$ cat src/rtl/writeback_arbiter_pkg.sv
// Shared definitions for the write-back collector: source indices and the result entry layout.
package writeback_arbiter_pkg;

    // Number of functional units feeding the write-back stage.
    localparam int WB_NUM_SRC = 3;

    typedef logic [1:0] wb_src_t;

    localparam wb_src_t WB_SRC_ALU = 2'd0;
    localparam wb_src_t WB_SRC_LSU = 2'd1;
    localparam wb_src_t WB_SRC_MDU = 2'd2;

    // One queued result: destination register and value.
    typedef struct packed {
        logic [4:0]  rd;
        logic [31:0] data;
    } wb_entry_t;

    localparam int unsigned WB_ENTRY_W = 37;

    // Round-robin successor, wrapping MDU back to ALU.
    function automatic wb_src_t wb_next_src(input wb_src_t src);
        return (src == WB_SRC_MDU) ? WB_SRC_ALU : wb_src_t'(src + 2'd1);
    endfunction

endpackage

$ cat src/rtl/wb_fifo.sv
// Small per-source result FIFO with a registered occupancy count.
module wb_fifo #(
    parameter int unsigned DEPTH = 2,
    parameter int unsigned WIDTH = 37
) (
    input  logic                   clk,
    input  logic                   rst_n,
    input  logic                   push,
    input  logic                   pop,
    input  logic [WIDTH-1:0]       din,
    output logic [WIDTH-1:0]       dout,
    output logic [$clog2(DEPTH):0] count,
    output logic                   full,
    output logic                   empty
);

    localparam int unsigned AW = $clog2(DEPTH);
    localparam int unsigned CW = AW + 1;
    localparam logic [CW-1:0] DEPTH_CNT = CW'(DEPTH);

    logic [WIDTH-1:0] mem [DEPTH];
    logic [AW-1:0]    wr_ptr;
    logic [AW-1:0]    rd_ptr;
    logic             do_push;
    logic             do_pop;

    // Guard the strobes so a misbehaving caller cannot corrupt the count.
    always_comb begin
        do_push = push && !full;
        do_pop  = pop && !empty;
        full    = (count == DEPTH_CNT);
        empty   = (count == '0);
        dout    = mem[rd_ptr];
    end

    // Entry storage; contents are don't-care while the slot is empty, so no reset.
    always_ff @(posedge clk) begin
        if (do_push) begin
            mem[wr_ptr] <= din;
        end
    end

    // Pointers wrap naturally at DEPTH; simultaneous push and pop leave count unchanged.
    always_ff @(posedge clk or negedge rst_n) begin
        if (!rst_n) begin
            wr_ptr <= '0;
            rd_ptr <= '0;
            count  <= '0;
        end else begin
            if (do_push) begin
                wr_ptr <= wr_ptr + AW'(1);
            end
            if (do_pop) begin
                rd_ptr <= rd_ptr + AW'(1);
            end
            if (do_push && !do_pop) begin
                count <= count + CW'(1);
            end else if (do_pop && !do_push) begin
                count <= count - CW'(1);
            end
        end
    end

endmodule

$ cat src/rtl/writeback_arbiter.sv
// Collects ALU/LSU/MDU results into per-source FIFOs and retires one per cycle, round-robin,
// as a registered register-file write pulse.
module writeback_arbiter
    import writeback_arbiter_pkg::*;
#(
    parameter int unsigned DEPTH = 2
) (
    input  logic        clk_i,
    input  logic        rst_i,

    input  logic        alu_valid_i,
    input  logic [4:0]  alu_rd_i,
    input  logic [31:0] alu_data_i,
    output logic        alu_ready_o,

    input  logic        lsu_valid_i,
    input  logic [4:0]  lsu_rd_i,
    input  logic [31:0] lsu_data_i,
    output logic        lsu_ready_o,

    input  logic        mdu_valid_i,
    input  logic [4:0]  mdu_rd_i,
    input  logic [31:0] mdu_data_i,
    output logic        mdu_ready_o,

    output logic        reg_write_wb_o,
    output logic [4:0]  reg_rd_wb_o,
    output logic [31:0] reg_rd_data_wb_o,
    output logic        stall_wb_o
);

    localparam int unsigned CW = $clog2(DEPTH) + 1;
    localparam logic [CW-1:0] DEPTH_CNT = CW'(DEPTH);

    logic [WB_NUM_SRC-1:0] src_valid;
    logic [WB_NUM_SRC-1:0] src_ready;
    logic [WB_NUM_SRC-1:0] src_push;
    logic [WB_NUM_SRC-1:0] src_pop;
    logic [WB_NUM_SRC-1:0] src_full;
    logic [WB_NUM_SRC-1:0] src_empty;
    wb_entry_t             src_entry [WB_NUM_SRC];
    wb_entry_t             src_head  [WB_NUM_SRC];
    logic [CW-1:0]         src_count [WB_NUM_SRC];

    wb_src_t   last_grant;
    wb_src_t   grant_idx;
    logic      grant_valid;
    wb_entry_t head;

    assign src_valid = {mdu_valid_i, lsu_valid_i, alu_valid_i};
    assign src_entry[WB_SRC_ALU] = {alu_rd_i, alu_data_i};
    assign src_entry[WB_SRC_LSU] = {lsu_rd_i, lsu_data_i};
    assign src_entry[WB_SRC_MDU] = {mdu_rd_i, mdu_data_i};

    assign alu_ready_o = src_ready[WB_SRC_ALU];
    assign lsu_ready_o = src_ready[WB_SRC_LSU];
    assign mdu_ready_o = src_ready[WB_SRC_MDU];

    for (genvar s = 0; s < WB_NUM_SRC; s++) begin : g_src
        // Ready comes from the registered count only: a full FIFO refuses even while popping.
        assign src_ready[s] = (src_count[s] < DEPTH_CNT);
        assign src_push[s]  = src_valid[s] && src_ready[s];
        assign src_pop[s]   = grant_valid && (grant_idx == wb_src_t'(s));

        wb_fifo #(
            .DEPTH (DEPTH),
            .WIDTH (WB_ENTRY_W)
        ) u_fifo (
            .clk   (clk_i),
            .rst_n (rst_i),
            .push  (src_push[s]),
            .pop   (src_pop[s]),
            .din   (src_entry[s]),
            .dout  (src_head[s]),
            .count (src_count[s]),
            .full  (src_full[s]),
            .empty (src_empty[s])
        );
    end

    assign stall_wb_o = |src_full;

    // Round-robin pick: first non-empty FIFO after the last grant, wrapping MDU to ALU.
    always_comb begin
        wb_src_t idx;
        idx         = last_grant;
        grant_valid = 1'b0;
        grant_idx   = last_grant;
        for (int i = 0; i < WB_NUM_SRC; i++) begin
            idx = wb_next_src(idx);
            if (!grant_valid && !src_empty[idx]) begin
                grant_valid = 1'b1;
                grant_idx   = idx;
            end
        end
        head = src_head[grant_idx];
    end

    // Output register and grant pointer; an rd of x0 is retired silently without a strobe.
    always_ff @(posedge clk_i or negedge rst_i) begin
        if (!rst_i) begin
            reg_write_wb_o   <= 1'b0;
            reg_rd_wb_o      <= '0;
            reg_rd_data_wb_o <= '0;
            last_grant       <= WB_SRC_MDU;
        end else begin
            reg_write_wb_o <= grant_valid && (head.rd != '0);
            if (grant_valid) begin
                reg_rd_wb_o      <= head.rd;
                reg_rd_data_wb_o <= head.data;
                last_grant       <= grant_idx;
            end
        end
    end

endmodule

$ cat config.mk
export PLATFORM = sky130hd
export DESIGN_NAME = writeback_arbiter
export DESIGN_NICKNAME = d
export VERILOG_FILES = /design/src/rtl/writeback_arbiter_pkg.sv /design/src/rtl/wb_fifo.sv /design/src/rtl/writeback_arbiter.sv
export SDC_FILE = /design/constraint.sdc
export NUM_CORES = 1
export LEC_CHECK = 0
export ABC_AREA = 1
export CAP_MARGIN = 20
export CORE_MARGIN = 1.5
export CORE_UTILIZATION = 42
export DETAILED_ROUTE_END_ITERATION = 7
export PLACE_DENSITY_LB_ADDON = 0.15
export SYNTH_ARGS = -nofsm -noshare
export SYNTH_HDL_FRONTEND = slang
export SYNTH_HIERARCHICAL = 1
export SYNTH_SLANG_ARGS = --single-unit
$ cat constraint.sdc
create_clock -name clk_i -period 3.15 [get_ports clk_i]
set_input_delay 0.63 -clock clk_i [delete_from_list [all_inputs] [get_ports clk_i]]
set_output_delay 0.63 -clock clk_i [all_outputs]
set_load 0.005 [all_outputs]
==> metrics.txt <==
clk buf depth 3; Avg Vias per Cell 4.88; clk sinks 274; Avg Inst Size Synth 10.9 sq um; Port Buffers 157; crit path kind reg2reg; synth warn 6; relative slew slack 0.482; P_int ~10 mW; placeable core area 27000 sq um; crit path launch type register; status finished, final reports clean; RR Startpoint g_src[0].u_fifo/count[0]; I/O pins 158; Hold-fix buffers, CTS 0; crit share post-route 0.846; number of remaining DRC errors 0; synthesized flop and latch total 274; setup TNS 0 ns; fillers around 2400; first-pass GRT wire length 42700 microns; Synth cell types 33; # Post-CTS Setup Buffers 0; design area 14300 sq um; placed wire-length estimate 18500 microns; initial antenna violation count 0; die area about 29000 sq um; PostCTS Resize Cnt 0; most frequent cells in the layout 491 x nand2_1, 222 x edfxtp_1, 156 x clkdlybuf4s50_1; Hold Fails Final Rpt 0; commonest non-fill, non-tap cell in the layout nand2_1; post-route antenna net violation count 0; Clk pwr share 0.208; RSZ-0062 raised after global routing false; DR pass1 iterations 5; share of layout cells above drive strength 1 0.0943; CP arrival 3.09 ns; vias in the first global route 7561; worst hold-check path type in2async; syn nets 1181; gr usage total 0.198; Seq pwr share 0.327; PwrDens around 1200 nW/um^2; Leak 5.87 nW; worst slew pin tran a little under 0.8 ns; height of the die around 170 microns; largest net degree at the start of global routing 70; max-slew violations 0; die width 169 microns; final WL 28100 microns; Via Count 7724; R2R cell count 15; grt total ovfl 0; initial drt markers 559; placed cell area 13300 sq um; Num CTS Buffers 29; synthesized cell area 11500 sq um; final hold slack just over 0.09 ns; Switching Share 0.415; final RePlAce weighted congestion a little under 0.9; root buf cell clkbuf_16; final setup vio count 0; Final #Nets 1337; Tmin final 2.66 ns; Peak supply drop 813 uV; worst r2r dst g_src[0].u_fifo/count[1]; area grow syn2layout 24.1%; CP Data Required Time between 3 and 4 ns; Clock Latency Late Sink 0.55 ns; Comb pwr share 0.465; Max Freq 375 MHz; switching power 6.91 mW; Starting Density 0.429; WL per Instance 17.8 microns; critical path fanouts, max 12; max cap viols 0; Mapped Cells 1062; register area share after synthesis 0.690; CTS tree built; R2R Setup Slk 0.49 ns; CP Capture Type register; clk_skew 0.0192 ns; H-tree levels 1; clk slew on worst S/H paths 0.06 ns; FP Rows 60
[Yosys cell counts (all sizes together)]
library cell	instances	area (sq um)
buf	46	389
a21o	1	7.51
edfxtp	222	6670
nor3	1	5.00
xnor2	3	26.3
nand3	46	265
a31oi	4	25.0
nand2	497	1890
dfstp	1	26.3
nand4	10	68.8
dfrtp	51	1280
clkbuf	4	15.0
inv	38	143
nor2	59	246
o21ai	71	427
ha	3	37.5
or3	1	6.26
nand3b	4	33.8
[power groups by stage]
| stage | clock, mW | sequential, mW | combinational (mW) |
|---|---|---|---|
| final | 3.46 | 5.44 | 7.74 |
| after global routing | 3.68 | 5.53 | 8.73 |
| after CTS | 3.54 | 5.45 | 7.88 |
| after detailed placement | 0 | 5.51 | 7.84 |
| after global placement | 0 | 5.49 | 7.77 |
| after floorplan | 0 | 5.45 | 5.61 |
[layer usage]
metal,vias up,GRT usage,part of all wire
met4,0,0.0458,0.020
met1,3668,0.262,0.43
li1,3838,-,-
met5,-,0,0
met3,32,0.0283,0.041
met2,186,0.346,0.51
[critical path, stage by stage (launching register included)]
cell,delay [ns]
dfrtp_1,0.45
nor2_1,0.31
nand2_1,0.20
nand3_4,0.18
nand2_2,0.08
nand2_2,0.09
nand3_4,0.10
nand2_4,0.16
inv_2,0.05
nor3_1,0.18
o21ai_0,0.16
ha_1,0.33
inv_1,0.08
nand3_1,0.07
nand2_1,0.06
nand2_1,0.05
[sequential cells by signal, summed over array words and instances (netlist names)]
| name | flops |
|---|---|
| reg_write_wb_o | 1 |
| g_src.u_fifo/rd_ptr | 3 |
| g_src.u_fifo/count | 6 |
| reg_rd_wb_o | 5 |
| reg_rd_data_wb_o | 32 |
| last_grant | 2 |
| g_src.u_fifo/mem | 222 |
| g_src.u_fifo/wr_ptr | 3 |
[layout make-up]
| type | instances | area (sq um) | area share |
|---|---|---|---|
| Clock buffer | 40 | 827 | 0.0577 |
| Sequential cell | 274 | 7970 | 0.556 |
| Inverter | 38 | 143 | 0.00995 |
| Clock inverter | 14 | 155 | 0.0108 |
| Multi-Input combinational cell | 700 | 3070 | 0.214 |
| Tap cell | 341 | 427 | 0.0298 |
| Timing Repair Buffer | 175 | 1740 | 0.121 |
| Antenna cell | 1 | 2.50 | 0.000175 |
[per-stage QoR]
step / utilization / instances / total power [mW] / setup slack (ns)
after floorplan: - / 1062 / 11.1 / 0.282
after global placement: 0.495 / 1528 / 13.3 / 0.546
after detailed placement: 0.495 / 1528 / 13.3 / 0.503
after CTS: 0.532 / 1582 / 16.9 / 0.490
after global routing: 0.532 / 1582 / 17.9 / 0.254
final: 0.532 / 1583 / 16.6 / 0.486
[worst max-delay path by stage]
stage                                         from                   endpoint  cells past startpoint
after floorplan                        alu_valid_i  g_src[0].u_fifo/mem[1][0]                      4
after global placement    g_src[1].u_fifo/count[0]   g_src[0].u_fifo/count[1]                     15
after detailed placement  g_src[1].u_fifo/count[0]   g_src[0].u_fifo/count[1]                     15
after CTS                 g_src[1].u_fifo/count[0]   g_src[0].u_fifo/count[1]                     15
after global routing      g_src[0].u_fifo/count[0]   g_src[0].u_fifo/count[1]                     15
final                     g_src[0].u_fifo/count[0]   g_src[0].u_fifo/count[1]                     15
[kinds of logic (layout without fill, tap and decap cells)]
family	after synthesis	in the layout	synth area share
compound gates	76	76	0.0398
flops	274	274	0.690
fa+ha+maj	3	3	0.00325
xor+xnor	3	3	0.00228
simple gates	618	618	0.217
other cells	0	1	0
buf+inv	88	267	0.0473
Note: power is estimated with default switching activity, not from simulation.
